==> src/rtl/init_reset_sequencer.sv <==
// Sequences fabric reset release and IOD training start from the device init monitor status
// (POR, init done, per-bank calibration) and the SCLK PLL lock.
module init_reset_sequencer #(
  parameter int unsigned NUM_BANKS      = 4,
  parameter int unsigned SYNC_STAGES    = 2,
  parameter int unsigned STRETCH_CYCLES = 16,
  parameter int unsigned CALIB_TIMEOUT  = 1000000
) (
  input  logic                 SCLK,
  input  logic                 RESETN,
  input  logic                 FABRIC_POR_N,
  input  logic                 DEVICE_INIT_DONE,
  input  logic [NUM_BANKS-1:0] BANK_CALIB_STATUS,
  input  logic                 PLL_LOCK,
  output logic                 FABRIC_RESET_N,
  output logic                 IOD_TRAIN_START,
  output logic                 CALIB_TIMEOUT_ERR,
  output logic [2:0]           SEQ_STATE
);

  localparam int unsigned NUM_ASYNC = NUM_BANKS + 3;
  localparam int unsigned STRETCH_W = 16;
  localparam int unsigned TIMEOUT_W = 24;

  localparam logic [STRETCH_W-1:0] STRETCH_LAST = STRETCH_W'(STRETCH_CYCLES - 1);
  localparam logic [TIMEOUT_W-1:0] TIMEOUT_VAL  = TIMEOUT_W'(CALIB_TIMEOUT);

  typedef enum logic [2:0] {
    ST_WAIT_POR   = 3'd0,
    ST_WAIT_INIT  = 3'd1,
    ST_WAIT_CALIB = 3'd2,
    ST_WAIT_LOCK  = 3'd3,
    ST_STRETCH    = 3'd4,
    ST_RUN        = 3'd5
  } state_e;

  state_e                 state_q, state_d;
  logic [STRETCH_W-1:0]   stretch_cnt_q, stretch_cnt_d;
  logic [TIMEOUT_W-1:0]   calib_cnt_q, calib_cnt_d;
  logic                   timeout_err_q, timeout_err_d;
  logic                   fabric_reset_n_q, fabric_reset_n_d;
  logic                   train_start_q, train_start_d;

  logic [NUM_ASYNC-1:0]   async_in;
  logic [NUM_ASYNC-1:0]   sync_q [SYNC_STAGES];
  logic [NUM_ASYNC-1:0]   sync_out;
  logic                   por_n_s;
  logic                   init_done_s;
  logic                   cal_ok;
  logic                   lock_s;
  logic                   state_legal;

  // One synchronizer chain per async status bit, all packed side by side.
  assign async_in = {PLL_LOCK, BANK_CALIB_STATUS, DEVICE_INIT_DONE, FABRIC_POR_N};

  always_ff @(posedge SCLK or negedge RESETN) begin
    if (!RESETN) begin
      for (int unsigned i = 0; i < SYNC_STAGES; i++) begin
        sync_q[i] <= '0;
      end
    end else begin
      sync_q[0] <= async_in;
      for (int unsigned i = 1; i < SYNC_STAGES; i++) begin
        sync_q[i] <= sync_q[i-1];
      end
    end
  end

  assign sync_out    = sync_q[SYNC_STAGES-1];
  assign por_n_s     = sync_out[0];
  assign init_done_s = sync_out[1];
  assign cal_ok      = &sync_out[NUM_BANKS+1:2];
  assign lock_s      = sync_out[NUM_ASYNC-1];
  assign state_legal = (3'(state_q) <= 3'(ST_RUN));

  // State register.
  always_ff @(posedge SCLK or negedge RESETN) begin
    if (!RESETN) begin
      state_q <= ST_WAIT_POR;
    end else begin
      state_q <= state_d;
    end
  end

  // Next state: normal progression first, then POR / init-done overrides on top.
  always_comb begin
    state_d = state_q;
    case (state_q)
      ST_WAIT_POR: begin
        if (por_n_s) state_d = ST_WAIT_INIT;
      end
      ST_WAIT_INIT: begin
        if (init_done_s) state_d = ST_WAIT_CALIB;
      end
      ST_WAIT_CALIB: begin
        if (cal_ok) state_d = ST_WAIT_LOCK;
      end
      ST_WAIT_LOCK: begin
        if (lock_s) state_d = ST_STRETCH;
      end
      ST_STRETCH: begin
        if (!lock_s) begin
          state_d = ST_WAIT_LOCK;
        end else if (stretch_cnt_q == STRETCH_LAST) begin
          state_d = ST_RUN;
        end
      end
      ST_RUN: begin
        if (!cal_ok) begin
          state_d = ST_WAIT_CALIB;
        end else if (!lock_s) begin
          state_d = ST_WAIT_LOCK;
        end
      end
      default: state_d = ST_WAIT_POR;
    endcase

    if (!por_n_s) begin
      state_d = ST_WAIT_POR;
    end else if (!init_done_s && state_legal) begin
      state_d = ST_WAIT_INIT;
    end
  end

  // Counters, sticky timeout flag and registered outputs, all derived from the state transition.
  always_comb begin
    stretch_cnt_d    = '0;
    calib_cnt_d      = calib_cnt_q;
    timeout_err_d    = timeout_err_q;
    fabric_reset_n_d = (state_d == ST_RUN);
    train_start_d    = (state_d == ST_RUN) && (state_q != ST_RUN);

    if ((state_q == ST_STRETCH) && (state_d == ST_STRETCH)) begin
      stretch_cnt_d = stretch_cnt_q + STRETCH_W'(1);
    end

    if ((state_d == ST_WAIT_CALIB) && (state_q != ST_WAIT_CALIB)) begin
      calib_cnt_d = '0;
    end else if ((state_q == ST_WAIT_CALIB) && (calib_cnt_q != TIMEOUT_VAL)) begin
      calib_cnt_d = calib_cnt_q + TIMEOUT_W'(1);
    end

    if ((state_q == ST_WAIT_CALIB) && (calib_cnt_d == TIMEOUT_VAL)) begin
      timeout_err_d = 1'b1;
    end
    if (state_d == ST_WAIT_POR) begin
      timeout_err_d = 1'b0;
    end
  end

  always_ff @(posedge SCLK or negedge RESETN) begin
    if (!RESETN) begin
      stretch_cnt_q    <= '0;
      calib_cnt_q      <= '0;
      timeout_err_q    <= 1'b0;
      fabric_reset_n_q <= 1'b0;
      train_start_q    <= 1'b0;
    end else begin
      stretch_cnt_q    <= stretch_cnt_d;
      calib_cnt_q      <= calib_cnt_d;
      timeout_err_q    <= timeout_err_d;
      fabric_reset_n_q <= fabric_reset_n_d;
      train_start_q    <= train_start_d;
    end
  end

  assign FABRIC_RESET_N    = fabric_reset_n_q;
  assign IOD_TRAIN_START   = train_start_q;
  assign CALIB_TIMEOUT_ERR = timeout_err_q;
  assign SEQ_STATE         = 3'(state_q);

endmodule

==> config.mk <==
export PLATFORM = sky130hd
export DESIGN_NAME = init_reset_sequencer
export DESIGN_NICKNAME = d
export VERILOG_FILES = /design/src/rtl/init_reset_sequencer.sv
export SDC_FILE = /design/constraint.sdc
export NUM_CORES = 1
export LEC_CHECK = 0
export CAP_MARGIN = 20
export CORE_MARGIN = 2
export CORE_UTILIZATION = 40
export DETAILED_ROUTE_END_ITERATION = 8
export PLACE_DENSITY = 0.71
export SYNTH_ARGS = -nofsm -noshare
export SYNTH_HDL_FRONTEND = slang
export SYNTH_SLANG_ARGS = --single-unit
==> constraint.sdc <==
create_clock -name SCLK -period 2.7 [get_ports SCLK]
set_input_delay 0.54 -clock SCLK [delete_from_list [all_inputs] [get_ports SCLK]]
set_output_delay 0.54 -clock SCLK [all_outputs]
set_load 0.1 [all_outputs]
## After elaboration in Yosys (flattened, before gate mapping)

Index checks and enable logic that the tools add are counted.

| word-level totals | value |
|---|---|
| register bits | 60 |
| bits in latches | 0 |
| bits in writable memories | 0 |
| bits in read-only memories | 0 |
| input bits | 9 |
| output and inout port bits | 6 |
| logic and storage cells | 50 |
| memories | 0 |

| operators by class | value |
|---|---|
| add/subtract/negate cells | 2 |
| multipliers | 0 |
| div/mod/pow operators | 0 |
| order comparisons | 1 |
| equality and inequality tests | 13 |
| shift-type cells | 0 |
| muxes and demuxes | 15 |
| bitwise operators | 0 |
| reductions and logical operators | 11 |

Operators by type and width:

| operator | number |
|---|---|
| two-way mux 24 bit | 2 |
| two-way mux 3 bit | 9 |
| adder 24 x 1 -> 24 bit, second input constant | 1 |
| == test 24 x 20 -> 1 bit, second input constant | 1 |
| != test 24 x 20 -> 1 bit, second input constant | 1 |
| one-hot mux 3 bit (6 select lines) | 1 |
| adder 16 x 1 -> 16 bit, second input constant | 1 |
| == test 16 x 4 -> 1 bit, second input constant | 1 |
| two-way mux 16 bit | 1 |
| == test 3 bit, second input constant | 4 |
| == test 3 x 2 -> 1 bit, second input constant | 3 |
| logical AND 1 bit | 6 |
| logical NOT 3 bit | 2 |
| AND reduction 4 bit | 1 |
| == test 3 x 1 -> 1 bit, second input constant | 1 |
| <= comparator 3 bit, second input constant | 1 |
| != test 3 x 2 -> 1 bit, second input constant | 1 |
| != test 3 bit, second input constant | 1 |
| two-way mux 1 bit | 2 |
| nonzero test 2 bit | 1 |
| logical NOT 1 bit | 1 |

## Logic depth before layout (Yosys ltp)

| depth | value |
|---|---|
| depth after elaboration | 13 |
| gate-level depth with buffers | 10 |
| gate-level depth less buffers | 9 |

## Worst setup path before layout

OpenSTA, ideal clock, no wires.

| timing path | value |
|---|---|
| path type | reg2reg |
| start | reg state_q[2] (netlist: SEQ_STATE[2]) |
| end | reg timeout_err_q (netlist: CALIB_TIMEOUT_ERR) |
| library setup time | 0.092 ns |
| arrival | 3.042 ns |
| required time | 2.608 ns |
| setup slack | -0.434 ns |
| stages on the path, launching flop included | 9 |
| buffers on the path | 1 |
| clock period less this slack | 3.134 ns |
| path through | dfrtp_1 > buf_6 > or3b_2 > nor4_4 > nand4_1 > xor2_1 > o221ai_1 > or4b_1 > o31ai_2 |

| on the way | value |
|---|---|
| word-level cells in the longest chain between the ends | 11 |
| elaborated cells on any way between the ends | 29 |
| those cells by class | order compare: 1; eq/ne: 8; mux: 13; reduce/logical: 7 |

Ends and longest elaborated chain:

| item | RTL line | RTL |
|---|---|---|
| start: declaration | 37 | `state_e state_q, state_d;` |
| start signal: assignment | 81 | `state_q <= state_d;` |
| two-way mux 3 bit (on tied branches) | 111, 104 |  |
| two-way mux 3 bit (on tied branches) | 109, 102 |  |
| one-hot mux 3 bit (6 select lines) | 88 | `case (state_q)` |
| two-way mux 3 bit | 120 | `end else if (!init_done_s && state_legal) begin` |
| two-way mux 3 bit | 118 | `if (!por_n_s) begin` |
| == test 3 x 2 -> 1 bit | 137 | `if ((state_d == ST_WAIT_CALIB) && (state_q != ST_WAIT_CALIB)) begin` |
| logical AND 1 bit | 137 |  |
| two-way mux 24 bit | 137 |  |
| == test 24 x 20 -> 1 bit | 143 | `if ((state_q == ST_WAIT_CALIB) && (calib_cnt_d == TIMEOUT_VAL)) begin` |
| logical AND 1 bit | 143 |  |
| nonzero test 2 bit (no source line) | -- |  |
| end signal: assignment | 161 | `timeout_err_q <= timeout_err_d;` |
| end: declaration | 40 | `logic timeout_err_q, timeout_err_d;` |

Parallel ways exist; a longest one is shown, timed or not.
A chain may end at the register's enable or synchronous reset.

## Final worst setup path

Same ends and word-level chain as after synthesis.

==> impl_metrics.yaml <==
synthesis:
  synth_top_cell_by_area: "dfrtp_1"
  async_flop_share_pct: 100.0
  synth_area_per_cell_sq_um: 9.957
  synth-seq-cells: 60
  synth_top_family_by_area: "simple AND/OR/NAND/NOR gates"
  yosys_warnings: 0
  syn_inst: 310
  netlist_area_sq_um: 3087
  ys_seq_area_share_pct: 48.64
  synth_compound_area_share_pct: 5.999
  synth-edff-count: 0
  synth_fp_nets: 322
  synthTopCellsByArea: "dfrtp_1 (49%), xor2_1 (6.2%), xnor2_1 (6.0%), nor2_1 (5.6%), nand3_1 (2.8%)"
  synthXorXnorAreaFrac_pct: 12.20
  muxShareOfSynthArea_pct: 0.3243
  synth_adder_area_share_pct: 1.216
  synth-simple-area-share_pct: 28.62
  synthDominantCellAreaShare_pct: 48.64
  ys_types: 49
  synthFlopType: "dfrtp_1"
grt:
  grt_pass1_wl_mm: 10.67
  grt_overflow_total: 0
  grt_pass1_vias: 2290
  grt_max_degree: 41
  grtUsageTotal_pct: 16.01
  antenna_found_initial: 0
critical_path:
  crit_type: "register to register"
  cp_data_required_time_ps: 2960
  ff2ff_path_depth: 8
  reg2reg_from: "SEQ_STATE[2]"
  cpLargestDelayFamily: "simple AND/OR/NAND/NOR gates"
  max_stage_delay_ps: 550
  cp_max_fo: 11
  worst_setup_path_start_kind: "register"
  cp-startpoint: "SEQ_STATE[2]"
  r2r_end: "CALIB_TIMEOUT_ERR"
  rrSetupSlack_ps: 170
  cp-end-kind: "register"
  worstPathCellList: "buf_4, nand2b_1, a21oi_1, o211ai_1, nor4_4, o221ai_1, or4b_1, o31ai_2"
  crit_buf_inv: 1
  cpMaxStageDelayCell: "or4b_1"
  arrival_ps: 2790
floorplanning:
  initial_core_util_pct: 40.58
  rows: 32
  core_sq_um: 7607
  dieArea_sq_um: 8436
  io_pins: 15
  die_y_um: 91.85
  die_w_um: 91.85
routing:
  drc: 0
  drt_iter0_drc: 144
  drt_wl_total_mm: 6.211
  antenna_left: 0
  drt-pass1-iter-count: 4
  vias: 2314
  vias_per_cell: 5.188
  wire_per_inst_um: 13.93
power_and_ir_drop:
  pwr_density_cell_nw_per_um2: 585.4
  ir_drop_mv: 0.5020
  p_leak_nw: 1.571
  finalPower_mw: 2.140
clock_network:
  numCtsBuffers: 9
  clock-sinks: 60
  path_clk_slew_ps: 80
  insertion_delay_ps: 340
  clock-root-buffer: "clkbuf_8"
  h-tree-depth: 3
  cts-hold-fix-buffers: 0
  tritoncts: "done"
  cts_buffer_depth: 2
sta:
  hold_viol: 0
  relSlewSlack_pct: 64.75
  fmax_mhz: 395.1
  period_share_pct: 93.75
  min_period_ps: 2531
  setup_viol: 0
  final.setup_skew_ps: 9.833
  fin_setup_tns_ps: 0
  fin_ws_ps: 168.8
  slew_viol_final: 0
  worst_slew_pin_slew_ps: 528.7
layout:
  layout_common_cells: "dfrtp_1 (57), nor2_1 (46), xor2_1 (22)"
  area_delta_synth_final_pct: 18.40
  layoutNonFillerInstCount: 446
  drive_above_1_share_pct: 16.57
  layout_commonest_cell: "dfrtp_1"
  num-nets-final: 351
  diodes: 0
  nFillCells: 718
placement:
  dpl.cell_count: 428
  dp_hpwl_mm: 4.390
  pre_cts_slack_ps: 225.3
  gp_congestion: 0.8836
  io_buffers: 14
run_status:
  status: "finished, final reports clean"
flow_run:
  drv_cap: 0
min_path:
  hold_class: "input pin to asynchronous set/reset pin"
-- Yosys cell counts, types with 5 or more instances --
| library cell | number |
|---|---|
| a21oi_1 | 5 |
| and3_1 | 12 |
| buf_2 | 5 |
| dfrtp_1 | 60 |
| inv_1 | 9 |
| nand2_1 | 18 |
| nand3_1 | 17 |
| nand4_1 | 12 |
| nor2_1 | 46 |
| nor3_1 | 8 |
| nor4_1 | 6 |
| o21ai_0 | 5 |
| xnor2_1 | 21 |
| xor2_1 | 22 |
-- metal layers --
layer	vias up	GRT usage [%]	part of all wire, %
met5	-	0	0
li1	1131	-	-
met3	10	5.012	5.2
met1	1111	20.08	45
met4	0	5.100	1.4
met2	62	26.41	48
-- stage by stage --
| stage | utilization (%) | instance area, sq um | hold slack, ps |
|---|---|---|---|
| after floorplan | - | 3095 | 244.4 |
| after global placement | 44.67 | 3398 | 332.5 |
| after detailed placement | 44.67 | 3398 | 334.7 |
| after CTS | 47.60 | 3621 | 178.9 |
| after global routing | 48.04 | 3655 | 194.5 |
| final | 48.04 | 3655 | 169.2 |
-- report_power, final --
group	internal [mW]	switching [mW]	leakage (nW)
registers	0.932	0.0354	0.795
logic	0.112	0.151	0.667
clock network	0.524	0.385	0.110
-- worst reg2reg max path, stage by stage, from the launching register on --
cell	delay, ps
dfrtp_4	500
buf_4	180
nand2b_1	170
a21oi_1	160
o211ai_1	140
nor4_4	410
o221ai_1	170
or4b_1	550
o31ai_2	180
-- what timing repair did --
action                                 in CTS  in global routing
endpoints found under the hold margin       0                  0
setup endpoints to repair                   0                  1
buffers inserted                            0                  2
gates resized for setup                     0                  2
-- kinds of logic after synthesis --
logic type | after synthesis
flops | 60
compound gates | 26
xor+xnor | 43
fa+ha+maj | 3
mux | 1
buf+inv | 21
simple gates | 156
-- worst max path at each step --
| stage | end | slack (ps) | cells past startpoint |
|---|---|---|---|
| 6_report | CALIB_TIMEOUT_ERR | 170 | 8 |
| 3_5_place_dp | CALIB_TIMEOUT_ERR | 230 | 8 |
| 5_1_grt | CALIB_TIMEOUT_ERR | -4 | 8 |
| 3_3_place_gp | CALIB_TIMEOUT_ERR | 240 | 7 |
| 4_1_cts | CALIB_TIMEOUT_ERR | 190 | 8 |
| 2_1_floorplan | CALIB_TIMEOUT_ERR | -120 | 8 |
-- layout make-up --
type / instances / area [sq um] / area share, %
Clock inverter: 7 / 98.84 / 2.705
Sequential cell: 60 / 1508 / 41.25
Tap cell: 102 / 127.6 / 3.492
Inverter: 10 / 37.54 / 1.027
Multi-Input combinational cell: 229 / 1514 / 41.42
Clock buffer: 9 / 123.9 / 3.389
Timing Repair Buffer: 29 / 245.2 / 6.710
-- sequential cells by signal, summed over array words and instances, names as in the netlist --
register / flops
FABRIC_RESET_N: 1
calib_cnt_q: 24
SEQ_STATE: 3
stretch_cnt_q: 16
CALIB_TIMEOUT_ERR: 1
IOD_TRAIN_START: 1
sync_q: 7
sync_out: 7
Note: power is estimated with default switching activity, not from simulation.
